`config.mk`:
```
export PLATFORM = sky130hd
export DESIGN_NAME = fpu_op_dispatch
export DESIGN_NICKNAME = d
export VERILOG_FILES = /design/src/rtl/fpu_if_pkg.sv /design/src/rtl/fpu_op_watchdog.sv /design/src/rtl/fpu_op_dispatch.sv
export SDC_FILE = /design/constraint.sdc
export NUM_CORES = 1
export LEC_CHECK = 0
export BUFFER_PORTS_ARGS = -buffer_cell sky130_fd_sc_hd__buf_2
export CELL_PAD_IN_SITES_DETAIL_PLACEMENT = 1
export CELL_PAD_IN_SITES_GLOBAL_PLACEMENT = 1
export CORE_MARGIN = 2
export CORE_UTILIZATION = 32
export DETAILED_ROUTE_END_ITERATION = 10
export GPL_TIMING_DRIVEN = 0
export HOLD_SLACK_MARGIN = 0.06
export PLACE_DENSITY_LB_ADDON = 0.1
export SYNTH_ARGS = -nofsm -noshare
export SYNTH_HDL_FRONTEND = slang
export SYNTH_SLANG_ARGS = --single-unit
export TNS_END_PERCENT = 1
```
`constraint.sdc`:
```
create_clock -name clk -period 2.7 [get_ports clk]
set_input_delay 0.27 -clock clk [delete_from_list [all_inputs] [get_ports clk]]
set_output_delay 0.27 -clock clk [all_outputs]
set_load 0.02 [all_outputs]
```
`src/rtl/fpu_if_pkg.sv`:
```
// fpu_if_pkg: opcode constants and dispatch FSM state encoding shared by the FPU interface blocks.
package fpu_if_pkg;
  localparam logic [1:0] OP_ADD    = 2'b00;
  localparam logic [1:0] OP_SUB    = 2'b01;
  localparam logic [1:0] OP_MULT   = 2'b10;
  localparam logic [1:0] OP_CORDIC = 2'b11;
  typedef enum logic [2:0] {
    S_IDLE,
    S_LOAD,
    S_ISSUE,
    S_WAIT,
    S_DONE
  } state_t;
endpackage

```
`src/rtl/fpu_op_watchdog.sv`:
```
// fpu_op_watchdog: counts cycles while active and flags expiry after TMO_CYC of them.
module fpu_op_watchdog #(
  parameter int TMO_CYC = 64
) (
  input  logic clk,
  input  logic rst,
  input  logic active,
  output logic expire
);
  localparam int CW = $clog2(TMO_CYC + 1);
  logic [CW-1:0] cnt;
  always_ff @(posedge clk)
    if (rst || !active) cnt <= '0;
    else cnt <= cnt + CW'(1);
  assign expire = active && cnt == CW'(TMO_CYC - 1);
endmodule

```
`src/rtl/fpu_op_dispatch.sv`:
```
// fpu_op_dispatch: sequences one FPU request at a time to add/sub, mult or cordic; FPU_DISPATCH_TMO_EN adds a WAIT watchdog.
module fpu_op_dispatch
  import fpu_if_pkg::*;
#(
  parameter int W       = 32,
  parameter int TMO_CYC = 64
) (
  input  logic         clk,
  input  logic         rst,
  input  logic         beg_op,
  input  logic [1:0]   operation,
  input  logic [W-1:0] data_a,
  input  logic [W-1:0] data_b,
  output logic         busy,
  output logic [W-1:0] op_a,
  output logic [W-1:0] op_b,
  output logic         op_mod_add_subt,
  output logic         start_add_subt,
  output logic         start_mult,
  output logic         start_cordic,
  input  logic         ready_add_subt,
  input  logic         ready_mult,
  input  logic         ready_cordic,
  input  logic [W-1:0] result_add_subt,
  input  logic [W-1:0] result_mult,
  input  logic [W-1:0] result_cordic,
  output logic [W-1:0] final_result,
  output logic         ready_flag,
  output logic         timeout_err
);
  state_t state, next;
  logic [1:0] op_q;
  logic sel_rdy, expire;
  logic [W-1:0] sel_res;
  always_comb begin
    sel_rdy = op_q == OP_MULT ? ready_mult : op_q == OP_CORDIC ? ready_cordic : ready_add_subt;
    sel_res = op_q == OP_MULT ? result_mult : op_q == OP_CORDIC ? result_cordic : result_add_subt;
  end
`ifdef FPU_DISPATCH_TMO_EN
  fpu_op_watchdog #(.TMO_CYC(TMO_CYC)) u_wd (
    .clk(clk),
    .rst(rst),
    .active(state == S_WAIT),
    .expire(expire)
  );
`else
  // no watchdog: WAIT holds until the selected unit answers
  assign expire = TMO_CYC < 0;
`endif
  always_comb begin
    next = state;
    case (state)
      S_IDLE:  next = beg_op ? S_LOAD : S_IDLE;
      S_LOAD:  next = S_ISSUE;
      S_ISSUE: next = S_WAIT;
      S_WAIT:  next = (sel_rdy || expire) ? S_DONE : S_WAIT;
      default: next = S_IDLE;
    endcase
  end
  always_ff @(posedge clk)
    if (rst) begin
      state        <= S_IDLE;
      op_q         <= OP_ADD;
      op_a         <= '0;
      op_b         <= '0;
      final_result <= '0;
      timeout_err  <= 1'b0;
    end else begin
      state       <= next;
      timeout_err <= state == S_WAIT && !sel_rdy && expire;
      if (state == S_IDLE && beg_op) begin
        op_q <= operation;
        op_a <= data_a;
        op_b <= data_b;
      end
      if (state == S_WAIT && sel_rdy) final_result <= sel_res;
      else if (state == S_WAIT && expire) final_result <= '0;
    end
  always_comb begin
    busy            = state != S_IDLE;
    op_mod_add_subt = busy && op_q == OP_SUB;
    start_add_subt  = state == S_ISSUE && !op_q[1];
    start_mult      = state == S_ISSUE && op_q == OP_MULT;
    start_cordic    = state == S_ISSUE && op_q == OP_CORDIC;
    ready_flag      = state == S_DONE;
  end
endmodule

```
* Word level (Yosys, flattened, before mapping)
Index checks and enable logic that the tools add are counted.
** Word-level totals
- Register bits :: 101
- Bits of input ports :: 168
- Output and inout bits :: 103
- Word-level logic and storage cells :: 28
** Operators by class
- Equal/unequal tests :: 7
- Muxes and demuxes :: 7
- Reductions and logical operators :: 9
** Operators by type and width (count)
- $mux W32 :: 2
- $pmux W3 S4 :: 1
- $eq A3 B2 Y1 const B :: 2
- $logic_and A1 B1 Y1 :: 6
- $eq A2 B2 Y1 const B :: 2
- $eq A3 B1 Y1 const B :: 1
- $eq A3 B3 Y1 const B :: 1
- $logic_not A3 Y1 :: 1
- $mux W1 :: 3
- $mux W3 :: 1
- $reduce_bool A3 Y1 :: 1
- $eq A2 B1 Y1 const B :: 1
- $logic_not A1 Y1 :: 1

* Logic depth before layout (Yosys ltp)
Gate-level depths: netlist (run 1).
- Word-level depth :: 5
- Gate-level depth with buffers :: 6

* Worst setup path before layout (run 1)
OpenSTA, ideal clock, no wires.
- Path type :: reg-to-reg
- From :: register state[1]
- To :: register op_b[30]
- Setup time :: 0.132 ns
- Data arrival time :: 1.420 ns
- Data required time :: 2.568 ns
- Slack :: 1.147 ns
- Stages on the path, launching flop included :: 6
- Path buffers :: 2
- Cell sequence :: dfxtp_1 > or4b_1 > clkbuf_1 > clkbuf_1 > nand2_1 > a21oi_1
** Between the ends
- Cells in the longest elaborated chain, start to end :: 2
** RTL lines
- start: declaration :: RTL line fpu_op_dispatch.sv:31 : state_t state, next;
- start signal: assignment :: RTL line fpu_op_dispatch.sv:69 : state <= next;
- $logic_not A3 Y1 :: RTL line fpu_op_dispatch.sv:71 : if (state == S_IDLE && beg_op) begin
- $logic_and A1 B1 Y1 :: RTL line fpu_op_dispatch.sv:71
- end signal: assignment :: RTL line fpu_op_dispatch.sv:74 : op_b <= data_b;
- end: declaration :: RTL line fpu_op_dispatch.sv:16 : output logic [W-1:0] op_b,
Every way passes these cells.
A chain may end at the register's enable or synchronous reset.

* Worst setup path after layout (run 1)
- From :: register op_q[1]
- To :: output start_cordic
** Between the ends
- Cells in the longest elaborated chain, start to end :: 2
** RTL lines
- start: declaration :: RTL line fpu_op_dispatch.sv:32 : logic [1:0] op_q;
- start signal: assignment :: RTL line fpu_op_dispatch.sv:72 : op_q <= operation;
- $eq A2 B2 Y1 :: RTL line fpu_op_dispatch.sv:84 : start_cordic = state == S_ISSUE && op_q == OP_CORDIC;
- $logic_and A1 B1 Y1 :: RTL line fpu_op_dispatch.sv:84
- end: declaration :: RTL line fpu_op_dispatch.sv:20 : output logic start_cordic,
Every way passes these cells.

==> results of run 1 <==
cells in the mapped netlist:
library cell,instances
a2111oi_0,1
nor4b_1,1
conb_1,1
a2111o_1,1
a211o_1,32
buf_6,4
buf_2,13
nor2_1,35
or3_1,1
and3b_1,1
clkbuf_1,28
nor4_1,1
nand2b_1,32
or4b_1,1
nor2b_1,1
mux2i_1,65
nor3b_1,1
inv_1,2
dfxtp_1,101
buf_4,1
o21ai_0,1
and3_1,1
a21oi_1,68
and2_1,1
nand2_1,133
through the flow:
stage,instance area (µm²),cells,util [%],hold slack [ns]
final,6300,991,45.92,0.1576
after global routing,6300,991,45.92,0.1616
after CTS,6297,990,45.90,0.1453
after detailed placement,6016,975,43.85,0.4440
after global placement,6016,975,43.85,0.4393
after floorplan,4449,527,-,0.4060
per-layer routing:
layer,global-route usage [%],vias up
met5,0,-
met4,7.256,0
met3,5.665,17
met2,37.67,159
met1,21.16,2191
li1,-,2317
where the power goes:
part | internal, mW | total [mW] | switching (mW)
combinational | 0.305 | 0.753 | 0.447
clock | 0.709 | 1.27 | 0.560
sequential | 1.58 | 1.62 | 0.0459
flip-flops by register name, summed over array words and instances (netlist names):
| signal | cells |
|---|---|
| final_result | 32 |
| op_a | 32 |
| op_b | 32 |
| op_q | 2 |
| state | 3 |
critical path: stages, from the launching register on:
cell	delay, ns
dfxtp_1	0.30
buf_2	0.20
clkbuf_1	0.40
and3_1	0.22
buf_2	0.17
layout make-up:
cell class | count | area, µm²
Clock inverter | 5 | 52.55
Multi-Input combinational cell | 378 | 2197
Antenna cell | 1 | 2.502
Clock buffer | 10 | 229.0
Fill cell | 1768 | 7420
Buffer | 46 | 222.7
Tap cell | 180 | 225.2
Inverter | 2 | 7.507
Sequential cell | 101 | 2022
Timing Repair Buffer | 268 | 1341
kinds of logic after synthesis:
logic type	after synthesis	share of synthesized area [%]
AOI/OAI and AO/OA	103	14.51
buffers and inverters	48	5.174
DFF	101	45.44
muxes	65	14.62
other	1	0.08428
and+or+nand+nor	209	20.16
worst max path at each step:
stage / startpoint / to / slack, ns / cells after the start
final: op_q[1]$_SDFFE_PP0P_ / start_cordic / 0.79 / 4
after floorplan: state[1]$_SDFF_PP0_ / op_b[30]$_SDFFE_PP0P_ / 1.15 / 5
after global placement: rst / op_b[28]$_SDFFE_PP0P_ / 0.71 / 5
after detailed placement: rst / op_b[19]$_SDFFE_PP0P_ / 0.67 / 5
after CTS: op_q[1]$_SDFFE_PP0P_ / start_cordic / 0.74 / 4
after global routing: state[1]$_SDFF_PP0_ / op_a[2]$_SDFFE_PP0P_ / 0.65 / 5
==> flow_summary.yaml, run 1 <==
outcome:
  run_status: "completed"
drt:
  drtPass1Iterations: 4
  m1WireLength_mm: 5.798
  highest-signal-layer: "met4"
  ant_nets: 0
  wirelength_mm: 15.42
  post-route-drc-count: 0
  routedWlPerCell_um: 15.56
  wl_met2_mm: 8.065
  drt-vias-per-instance: 4.727
  wl_met3_mm: 1.280
  drt_first_iter_violations: 116
  vias: 4684
worst_setup_path:
  worst-path-max-fanout: 10
  reg2reg_setup_slack_ns: 0.85
  worstReg2RegStart: "state[1]$_SDFF_PP0_"
  crit_type: "flip-flop to output pin"
  rr_endpoint: "op_a[8]$_SDFFE_PP0P_"
  crit_arrival_ns: 1.64
  r2r_cells: 5
  start_kind: "flip-flop"
  required_ns: 2.43
  critPathCaptureType: "output pin"
timing:
  worst_pin_slew_ns: 0.5141
  setup_violations: 0
  fin_ws_ns: 0.7866
  fin_crit_ns: 1.913
  slew_headroom_pct: 65.25
  slew_viol_final: 0
  post-route-period-util_pct: 70.87
  timing.fmax_mhz: 522.6
  finalClockSkew_ns: 0.005459
  hold_viol_final: 0
  grt_setup_unrepaired: "false"
  final.setup.tns_ns: 0
flow_run:
  cap_violations: 0
clocking:
  clkTransAtPathRegs_ns: 0.07
  htree_levels: 3
  insertion_delay_ns: 0.35
  post_cts.resized_instances: 0
  cts_tree: "done"
  cts_buffer_depth: 2
  clock-root-buffer: "clkbuf_16"
  postCtsSetupBuffers: 0
  ctsHoldBuffers: 0
  numClockSinks: 101
  cts_buffers: 9
power:
  ir_drop_mv: 0.4009
  cellPowerDensity_nw_per_um2: 578.7
  p_leak_nw: 3.223
  fin_total_pwr_mw: 3.645
worst_hold_path:
  worstHoldPathCells: 3
  hp-class: "input pin to flip-flop"
  min_from: "data_b[14]"
  worstHoldEndpoint: "op_b[14]$_SDFFE_PP0P_"
synth:
  synthCells: 527
  yosys-top-cells-area: "dfxtp_1 45%, mux2i_1 15%, nand2_1 11%"
  ys_seq_elements: 101
  ys_seq_area_share_pct: 45.44
  ys_types: 25
  avgSynthCellArea_um2: 8.443
  syn_nets: 695
  syn_area_um2: 4449
  ys_warn_count: 0
  yosysTopAreaCell: "dfxtp_1"
  synth_top_cell_area_share_pct: 45.44
grt:
  grt_max_degree: 16
  overflow: 0
  grt_pass1_vias: 4729
  track_usage_pct: 20.05
  antenna_found_initial: 1
  grt_pass1_wl_mm: 23.20
place:
  port_buffers: 268
  hpwl_mm: 12.33
  routabilityCongestion: 0.7735
  pre_cts_ws_ns: 0.6746
die:
  initial_utilization_pct: 32.43
  die_h_um: 121.9
  rows: 43
  die_w_um: 121.9
  dieArea_um2: 14860
  io_pins: 271
  coreArea_um2: 13720
layout:
  area_growth_pct: 41.59
  mostFrequentLayoutCells: "281 x buf_2, 133 x nand2_1, 101 x dfxtp_1"
  nNetsFinal: 974
  final_common_cell: "buf_2"
  layout-drive-gt1-share_pct: 37.04
(Power assumes the default switching activity.)
==> run 2: changes to the inputs <==
Settings changed: CORE_UTILIZATION 32 to 30.
Clock period 2.7 ns to 1.8 ns, I/O delays scaled along.
==> flow_summary.yaml, run 2 (same netlist as run 1, synthesis figures left out) <==
timing:
  fin_ws_ns: 0.1023
  timing.fmax_mhz: 589.0
  slew_viol_final: 0
  finalClockSkew_ns: 0.006972
  fin_crit_ns: 1.698
  grt_setup_unrepaired: "false"
  hold_viol_final: 0
  worst_pin_slew_ns: 0.6113
  holdWs_ns: 0.06949
  post-route-period-util_pct: 94.32
  slew_headroom_pct: 59.25
  setup_violations: 0
layout:
  final_common_cell: "buf_2"
  num-fill-cells: 1837
  num_antenna_cells: 0
  mostFrequentLayoutCells: "282 x buf_2, 133 x nand2_1, 100 x dfxtp_1"
  area_growth_pct: 48.14
  layout-drive-gt1-share_pct: 36.96
  nNetsFinal: 1000
  reg_top3: "final_result (32), op_a (32), op_b (32)"
drt:
  wirelength_mm: 16.38
  drt-vias-per-instance: 4.709
  vias: 4803
  post-route-drc-count: 0
  ant_nets: 0
  drtPass1Iterations: 4
  drt_first_iter_violations: 177
  routedWlPerCell_um: 16.06
grt:
  track_usage_pct: 20.39
  grt_pass1_vias: 5090
  grt_max_degree: 16
  grt_pass1_wl_mm: 25.70
  antenna_found_initial: 1
  overflow: 0
power:
  ir_drop_mv: 0.3619
  p_leak_nw: 3.355
  cellPowerDensity_nw_per_um2: 843.3
clocking:
  clkTransAtPathRegs_ns: 0.07
  htree_levels: 3
  numClockSinks: 101
  insertion_delay_ns: 0.35
  clock-root-buffer: "clkbuf_16"
  cts_tree: "done"
  cts_buffer_depth: 2
  cts_buffers: 9
worst_setup_path:
  cpLargestDelayFamily: "simple AND/OR/NAND/NOR gates"
  path_buf_inv: 1
  cpPeakStageDelay_ns: 0.44
  crit_slowest_cell: "or3_1"
  critPathCaptureType: "output pin"
  start_kind: "flip-flop"
  cp_num_cells: 3
  r2r_cells: 5
  crit_type: "flip-flop to output pin"
  crit_arrival_ns: 1.52
  worstPathCellList: "or3_1 -> and3b_1 -> buf_2"
  required_ns: 1.62
  worst-path-max-fanout: 8
place:
  port_buffers: 268
  hpwl_mm: 12.52
  routabilityCongestion: 0.8020
  pre_cts_ws_ns: -0.2549
die:
  die_w_um: 125.8
  dieArea_um2: 15820
  io_pins: 271
  initial_utilization_pct: 30.61
  rows: 44
  coreArea_um2: 14530
  die_h_um: 125.8
worst_hold_path:
  worstHoldPathCells: 3
  hp-class: "input pin to flip-flop"
outcome:
  run_status: "completed"
flow_run:
  cap_violations: 0
run 2: timing repair:
action / CTS / global route
hold buffers: 26 / 0
resized for setup: 4 / 11
endpoints found under the hold margin: 26 / 0
setup buffers: 0 / 0
setup endpoints to repair: 20 / 54
run 2: report_power, final:
part           total [mW]  leakage, nW  internal, mW  switching [mW]
clock network        1.93        0.140          1.07           0.858
registers            2.44        0.824          2.37          0.0729
logic                1.19         2.39         0.504           0.685
total                5.56         3.36          3.94            1.62
run 2: tightest hold or removal path: stages:
cell and delay (ns):
buf_2 0.09, nand2_1 0.05, a21oi_1 0.05
run 2: area by class of cell:
type / count / area [µm²] / area share, %
plain buffers: 46 / 231.5 / 3.512
multi-input cells: 378 / 2216 / 33.62
clock inverters: 4 / 48.80 / 0.7403
clock buffers: 11 / 232.7 / 3.531
inverters: 2 / 7.507 / 0.1139
repair buffers: 294 / 1602 / 24.30
flip-flops and latches: 101 / 2023 / 30.69
well taps: 184 / 230.2 / 3.493
run 2: through the flow:
step / cells / util [%] / TNS [ns] / total power, mW / area (µm²)
after CTS: 1020 / 45.21 / 0 / 5.616 / 6571
after detailed placement: 979 / 41.43 / -5.164 / 3.637 / 6021
after floorplan: 527 / - / 0 / 3.150 / 4449
after global routing: 1020 / 45.35 / 0 / 5.842 / 6591
after global placement: 979 / 41.43 / -3.137 / 3.601 / 6021
final: 1020 / 45.35 / 0 / 5.559 / 6591
run 2: per-layer routing:
layer	GRT usage [%]	vias up	wire length (µm)
met5	0	-	11
met4	8.016	2	393
met3	6.372	28	1379
met2	35.83	180	7970
met1	23.08	2218	6626
li1	-	2375	-
run 2: path summary, 6_finish.rpt:
check	endpoint	slack [ns]	from
worst max register to register	op_a[7]$_SDFFE_PP0P_	0.14	state[1]$_SDFF_PP0_
worst min-delay path	op_b[22]$_SDFFE_PP0P_	0.07	data_b[22]
worst min register to register	op_a[11]$_SDFFE_PP0P_	0.45	op_a[11]$_SDFFE_PP0P_
worst max-delay path	op_mod_add_subt	0.10	state[1]$_SDFF_PP0_
